[config.mk]
export PLATFORM = sky130hd
export DESIGN_NAME = classifier_head_flat
export DESIGN_NICKNAME = d
export VERILOG_FILES = /design/src/rtl/classifier_head_if.sv /design/src/rtl/classifier_head.sv /design/src/flat_wrapper.sv
export SDC_FILE = /design/constraint.sdc
export NUM_CORES = 2
export LEC_CHECK = 0
export BUFFER_PORTS_ARGS = -buffer_cell sky130_fd_sc_hd__buf_4
export CORE_MARGIN = 2
export CORE_UTILIZATION = 37
export CTS_CLUSTER_DIAMETER = 30
export CTS_CLUSTER_SIZE = 8
export DETAILED_ROUTE_END_ITERATION = 8
export GPL_ROUTABILITY_DRIVEN = 0
export HOLD_SLACK_MARGIN = 0.02
export PLACE_DENSITY_LB_ADDON = 0.05
export SYNTH_ARGS = -nofsm -noshare
export SYNTH_HDL_FRONTEND = slang
export SYNTH_SLANG_ARGS = --single-unit
[constraint.sdc]
create_clock -name clk -period 8.7 [get_ports clk]
set_input_delay 1.74 -clock clk [delete_from_list [all_inputs] [get_ports clk]]
set_output_delay 1.74 -clock clk [all_outputs]
set_load 0.02 [all_outputs]
[src/rtl/classifier_head_if.sv]
// Handshake and result bundle between the PE-array output stage and its producer/consumer.
interface classifier_head_if #(
    parameter int PE_OUT_WIDTH   = 24,
    parameter int DATA_WIDTH     = 8,
    parameter int ACC_WIDTH      = 32,
    parameter int OUTPUT_CHANNEL = 10,
    parameter int IDX_W          = $clog2(OUTPUT_CHANNEL)
);
    logic                                   start;
    logic [OUTPUT_CHANNEL*DATA_WIDTH-1:0]   bias_data;
    logic                                   in_valid;
    logic                                   in_ready;
    logic [OUTPUT_CHANNEL*PE_OUT_WIDTH-1:0] in_data;
    logic                                   busy;
    logic                                   done;
    logic [IDX_W-1:0]                       number;
    logic signed [ACC_WIDTH-1:0]            max_val;

    modport master (
        output start, bias_data, in_valid, in_data,
        input  in_ready, busy, done, number, max_val
    );

    modport slave (
        input  start, bias_data, in_valid, in_data,
        output in_ready, busy, done, number, max_val
    );
endinterface

[src/rtl/classifier_head.sv]
// Output stage: accumulates per-class partial sums over all input chunks, adds bias,
// then scans sequentially for the highest score (lowest index wins ties).
module classifier_head #(
    parameter int PE_OUT_WIDTH   = 24,
    parameter int DATA_WIDTH     = 8,
    parameter int ACC_WIDTH      = 32,
    parameter int ARRAY_N        = 16,
    parameter int INP_CHANNEL    = 96,
    parameter int OUTPUT_CHANNEL = 10
) (
    input  logic              clk,
    input  logic              reset_n,
    classifier_head_if.slave  bus
);
    localparam int NUM_CHUNKS = INP_CHANNEL / ARRAY_N;
    localparam int IDX_W      = $clog2(OUTPUT_CHANNEL);
    localparam int CNT_W      = $clog2(NUM_CHUNKS + 1);
    localparam logic signed [ACC_WIDTH-1:0] ACC_MAX = {1'b0, {(ACC_WIDTH-1){1'b1}}};
    localparam logic signed [ACC_WIDTH-1:0] ACC_MIN = {1'b1, {(ACC_WIDTH-1){1'b0}}};

    typedef enum logic [2:0] {
        ST_IDLE  = 3'd0,
        ST_ACCUM = 3'd1,
        ST_BIAS  = 3'd2,
        ST_SCAN  = 3'd3,
        ST_DONE  = 3'd4
    } state_t;

    function automatic logic signed [ACC_WIDTH-1:0] sat_add(
        input logic signed [ACC_WIDTH-1:0] a,
        input logic signed [ACC_WIDTH-1:0] b
    );
        logic signed [ACC_WIDTH:0] sum;
        sum = {a[ACC_WIDTH-1], a} + {b[ACC_WIDTH-1], b};
        if (sum[ACC_WIDTH] != sum[ACC_WIDTH-1]) begin
            sat_add = sum[ACC_WIDTH] ? ACC_MIN : ACC_MAX;
        end else begin
            sat_add = sum[ACC_WIDTH-1:0];
        end
    endfunction

    function automatic logic signed [ACC_WIDTH-1:0] ext_pe(input logic [PE_OUT_WIDTH-1:0] v);
        ext_pe = {{(ACC_WIDTH-PE_OUT_WIDTH){v[PE_OUT_WIDTH-1]}}, v};
    endfunction

    function automatic logic signed [ACC_WIDTH-1:0] ext_bias(input logic [DATA_WIDTH-1:0] v);
        ext_bias = {{(ACC_WIDTH-DATA_WIDTH){v[DATA_WIDTH-1]}}, v};
    endfunction

    state_t                       state_r;
    logic signed [ACC_WIDTH-1:0]  acc_r      [OUTPUT_CHANNEL];
    logic [DATA_WIDTH-1:0]        bias_r     [OUTPUT_CHANNEL];
    logic signed [ACC_WIDTH-1:0]  acc_in_s   [OUTPUT_CHANNEL];
    logic signed [ACC_WIDTH-1:0]  acc_bias_s [OUTPUT_CHANNEL];
    logic signed [ACC_WIDTH-1:0]  scan_val_s;
    logic signed [ACC_WIDTH-1:0]  best_r;
    logic [IDX_W-1:0]             best_idx_r;
    logic [IDX_W-1:0]             scan_idx_r;
    logic [CNT_W-1:0]             beat_cnt_r;
    logic                         in_ready_r;
    logic                         busy_r;
    logic                         done_r;
    logic [IDX_W-1:0]             number_r;
    logic signed [ACC_WIDTH-1:0]  max_val_r;

    assign bus.in_ready = in_ready_r;
    assign bus.busy     = busy_r;
    assign bus.done     = done_r;
    assign bus.number   = number_r;
    assign bus.max_val  = max_val_r;

    // Saturating per-lane sums for the beat and bias steps, and the current scan candidate.
    always_comb begin
        scan_val_s = acc_r[scan_idx_r];
        for (int k = 0; k < OUTPUT_CHANNEL; k++) begin
            acc_in_s[k]   = sat_add(acc_r[k], ext_pe(bus.in_data[k*PE_OUT_WIDTH +: PE_OUT_WIDTH]));
            acc_bias_s[k] = sat_add(acc_r[k], ext_bias(bias_r[k]));
        end
    end

    // Classification sequencer with registered handshake and result outputs.
    always_ff @(posedge clk or negedge reset_n) begin
        if (!reset_n) begin
            state_r    <= ST_IDLE;
            for (int k = 0; k < OUTPUT_CHANNEL; k++) begin
                acc_r[k]  <= '0;
                bias_r[k] <= '0;
            end
            best_r     <= '0;
            best_idx_r <= '0;
            scan_idx_r <= '0;
            beat_cnt_r <= '0;
            in_ready_r <= 1'b0;
            busy_r     <= 1'b0;
            done_r     <= 1'b0;
            number_r   <= '0;
            max_val_r  <= '0;
        end else begin
            done_r <= 1'b0;
            case (state_r)
                ST_IDLE: begin
                    if (bus.start) begin
                        for (int k = 0; k < OUTPUT_CHANNEL; k++) begin
                            acc_r[k]  <= '0;
                            bias_r[k] <= bus.bias_data[k*DATA_WIDTH +: DATA_WIDTH];
                        end
                        beat_cnt_r <= '0;
                        in_ready_r <= 1'b1;
                        busy_r     <= 1'b1;
                        state_r    <= ST_ACCUM;
                    end else begin
                        in_ready_r <= 1'b0;
                        busy_r     <= 1'b0;
                    end
                end
                ST_ACCUM: begin
                    if (bus.in_valid) begin
                        for (int k = 0; k < OUTPUT_CHANNEL; k++) begin
                            acc_r[k] <= acc_in_s[k];
                        end
                        if (beat_cnt_r == CNT_W'(NUM_CHUNKS - 1)) begin
                            beat_cnt_r <= '0;
                            in_ready_r <= 1'b0;
                            state_r    <= ST_BIAS;
                        end else begin
                            beat_cnt_r <= beat_cnt_r + CNT_W'(1);
                        end
                    end
                end
                ST_BIAS: begin
                    for (int k = 0; k < OUTPUT_CHANNEL; k++) begin
                        acc_r[k] <= acc_bias_s[k];
                    end
                    best_r     <= acc_bias_s[0];
                    best_idx_r <= '0;
                    scan_idx_r <= IDX_W'(1);
                    state_r    <= ST_SCAN;
                end
                ST_SCAN: begin
                    // Strict compare keeps the earlier index on ties.
                    if (scan_val_s > best_r) begin
                        best_r     <= scan_val_s;
                        best_idx_r <= scan_idx_r;
                    end
                    if (scan_idx_r == IDX_W'(OUTPUT_CHANNEL - 1)) begin
                        state_r <= ST_DONE;
                    end else begin
                        scan_idx_r <= scan_idx_r + IDX_W'(1);
                    end
                end
                ST_DONE: begin
                    done_r    <= 1'b1;
                    number_r  <= best_idx_r;
                    max_val_r <= best_r;
                    state_r   <= ST_IDLE;
                end
                default: begin
                    state_r    <= ST_IDLE;
                    in_ready_r <= 1'b0;
                    busy_r     <= 1'b0;
                end
            endcase
        end
    end
endmodule

[src/flat_wrapper.sv]
// flat-port wrapper written by rule: the top's interface ports become plain ports
module classifier_head_flat 
#(
    parameter int PE_OUT_WIDTH   = 24,
    parameter int DATA_WIDTH     = 8,
    parameter int ACC_WIDTH      = 32,
    parameter int ARRAY_N        = 16,
    parameter int INP_CHANNEL    = 96,
    parameter int OUTPUT_CHANNEL = 10
)
  (clk, reset_n, bus_start, bus_bias_data, bus_in_valid, bus_in_data, bus_in_ready, bus_busy, bus_done, bus_number, bus_max_val);
  classifier_head_if #(.PE_OUT_WIDTH(PE_OUT_WIDTH), .DATA_WIDTH(DATA_WIDTH), .ACC_WIDTH(ACC_WIDTH), .OUTPUT_CHANNEL(OUTPUT_CHANNEL)) bus_i ();
  input  logic clk;
  input  logic reset_n;
  input wire logic [$bits(bus_i.start)-1:0] bus_start;
  input wire logic [$bits(bus_i.bias_data)-1:0] bus_bias_data;
  input wire logic [$bits(bus_i.in_valid)-1:0] bus_in_valid;
  input wire logic [$bits(bus_i.in_data)-1:0] bus_in_data;
  output wire logic [$bits(bus_i.in_ready)-1:0] bus_in_ready;
  output wire logic [$bits(bus_i.busy)-1:0] bus_busy;
  output wire logic [$bits(bus_i.done)-1:0] bus_done;
  output wire logic [$bits(bus_i.number)-1:0] bus_number;
  output wire logic [$bits(bus_i.max_val)-1:0] bus_max_val;
  assign bus_i.start = bus_start;
  assign bus_i.bias_data = bus_bias_data;
  assign bus_i.in_valid = bus_in_valid;
  assign bus_i.in_data = bus_in_data;
  assign bus_in_ready = bus_i.in_ready;
  assign bus_busy = bus_i.busy;
  assign bus_done = bus_i.done;
  assign bus_number = bus_i.number;
  assign bus_max_val = bus_i.max_val;
  classifier_head #(.PE_OUT_WIDTH(PE_OUT_WIDTH), .DATA_WIDTH(DATA_WIDTH), .ACC_WIDTH(ACC_WIDTH), .ARRAY_N(ARRAY_N), .INP_CHANNEL(INP_CHANNEL), .OUTPUT_CHANNEL(OUTPUT_CHANNEL)) u_core (.clk(clk), .reset_n(reset_n), .bus(bus_i));
endmodule
==> metrics.csv <==
metric,value,unit
asr flop ratio synth,100,%
Worst-Margin Slew,1360,ps
Setup Skew,73.9,ps
I/O Buffers,362,
DRC errors left,0,
CTS Sinks,485,
CTS Buffer Depth,3,
WHS Path Cells,1,
Reg2Reg Depth,16,
critical path class,input port to register,
worst hold path class,register to register,
"flops & latches, synth",485,
Core ar.,156000,sq um
routed wire length,223000,um
"Clk Latency, worst-skew pair",810,ps
H-tree depth,4,
reg-to-reg setup timing slack,2250,ps
syn nets,8295,
PostCTS Resize Cnt,0,
Fin Hold WS,509,ps
Chip Height,400,um
# rows,145,
final setup margin,2000,ps
Layout area overhead,17.6,%
first-pass GRT wire length,336000,um
WP data arrival,7350,ps
Setup WS pre-CTS,1230,ps
vias in the first global route,54700,
crit share post-route,77.1,%
initial DRC count,4763,
fmax,149,MHz
Post-Synthesis Cells,7245,
Num CTS Buffers,161,
Hold EP,u_core.bus.max_val[15]$_DFFE_PN0P_,
initial antenna violation count,29,
RSZ-0062 raised after global routing,no,
Crit Path Max Fanout,35,
synthesized area,58000,sq um
top post-synthesis cells by area,"dfrtp_1 21%, ha_1 15%, o21ai_0 7.5%",
hold wc startpoint,u_core.bus.max_val[15]$_DFFE_PN0P_,
NumNets Final,8534,
sequential-to-total area share from yosys stat,20.9,%
final slew viol count,0,
share of the synthesized area in the top cell type,20.9,%
ys flop type,dfrtp_1,
DR vias/cell,5.95,
Synth Area per Inst,8.01,sq um
Post-CTS Hold Buffers,0,
antenna-violating nets left,0,
Netlist cell types,96,
drt wl/cell,23.0,um
max-cap viol count,0,
Die X-Extent,400,um
required time worst endpoint,9350,ps
pin count of the biggest net entering global routing,196,
grt total ovfl,0,
fraction of layout cells with a size suffix above 1,12.9,%
slew margin rel.,9.56,%
full die area,160000,sq um
cell taking the most area after synthesis,dfrtp_1,
type of destination of the critical path,register,
Top-Level Pins,363,
reg-to-reg endpoint,u_core.acc_r[61]$_DFFE_PN0P_,
final number of hold-violating endpoints,0,
total number of vias,57600,
router iterations before antenna repair,6,
CTS tree,yes,
status,finished clean,
endpoints failing setup,0,
"Setup Fix Bufs, Post-CTS",0,
Synth Warn #,0,
Initial Util,37.2,%
Post-synth EDFFs,0,
GRT Resource Usage Total,27.2,%
CTS root buf,clkbuf_16,
Worst-path clk slew,50,ps
Setup TNS,0,ps
Worst setup SP type,input port,
most frequent cells in the layout,"867 x o21ai_0, 706 x ha_1, 673 x nor2_1",
fin crit period,6700,ps
Post-DP HPWL,177000,um
Worst R2R Start,u_core.bias_r[15]$_DFFE_PN0P_,
"leading cell type in the layout, fill and taps excluded",o21ai_0,
[cell usage after synthesis (all sizes together), types with 41 or more instances]
library cell / n
o21ai: 879
ha: 706
nor2: 674
a21oi: 647
dfrtp: 485
nand2: 463
xnor2: 363
a21o: 312
clkbuf: 305
a31oi: 265
xor2: 186
inv: 171
nand3: 167
mux2: 152
nor3: 111
o211ai: 104
a211oi: 103
o21a: 102
o21bai: 86
nand4: 72
nand2b: 70
mux4: 64
and3: 61
a221oi: 57
nor2b: 50
o31ai: 43
and2: 41
[critical path, stage by stage]
cell and delay, ps:
buf_4 120, ha_1 300, a211oi_1 270, nor2_1 120, o31ai_1 500, o21ai_0 340, a31oi_1 260, o21ai_0 240
a221oi_1 510, o31ai_1 140, a21oi_1 270, xnor2_1 100, ha_1 910, o21ai_0 230, nor4_1 310, nor4_2 90
buf_4 210, and2_1 280, a22oi_1 160, and3_1 190, nand2_1 50
[kinds of logic after synthesis]
group	share of synthesized area (%)
mux	5.81
compound gates	31.1
flops	20.9
fa+ha+maj	15.9
simple gates	14.6
buf+inv	3.37
xor+xnor	8.28
[worst max-delay path by stage]
stage / startpoint / slack (ps) / end / cells past startpoint
detailed placement: bus_in_data[25] / 1230 / u_core.acc_r[285]$_DFFE_PN0P_ / 21
finish: bus_in_data[25] / 2000 / u_core.acc_r[285]$_DFFE_PN0P_ / 21
CTS: bus_in_data[25] / 2050 / u_core.acc_r[285]$_DFFE_PN0P_ / 21
floorplan: bus_in_data[24] / 2740 / u_core.acc_r[285]$_DFFE_PN0P_ / 20
global placement: bus_in_data[25] / 1320 / u_core.acc_r[285]$_DFFE_PN0P_ / 21
global route: bus_in_data[25] / 1350 / u_core.acc_r[285]$_DFFE_PN0P_ / 21
[through the flow]
stage          cells  cell area [sq um]  utilization, %
2_1_floorplan   7245              58000               -
3_3_place_gp    9378              62600            40.1
3_5_place_dp    9378              62600            40.1
4_1_cts         9675              68300            43.8
5_1_grt         9678              68300            43.8
6_report        9680              68300            43.8
[sequential cells by signal, summed over array words and instances, names as in the netlist]
signal and count:
u_core.acc_r 320, u_core.beat_cnt_r 3, u_core.state_r 3, u_core.bus.number 4, u_core.bias_r 80, u_core.bus.max_val 32
u_core.bus.done 1, u_core.scan_idx_r 4, u_core.best_r 32, u_core.bus.busy 1, u_core.best_idx_r 4, u_core.bus.in_ready 1
[per-layer routing]
layer	wire [um]	vias to the layer above	track usage, %
li1	-	27900	-
met1	105000	27800	38.9
met2	96800	1685	41.7
met3	14500	276	4.61
met4	6070	6	7.92
met5	35	-	0
[layout make-up]
class	instances	area, sq um
multi-input combinational	6247	44000
antenna	4	10.0
inverter	173	649
tap	2058	2570
timing repair buffer	416	3180
sequential	485	12100
clock buffer	234	4710
clock inverter	63	983
fill	15600	87700
Power is left out: the tool's default activity adds up to more than one toggle a clock period on the data nets, which glitch-free logic cannot reach.
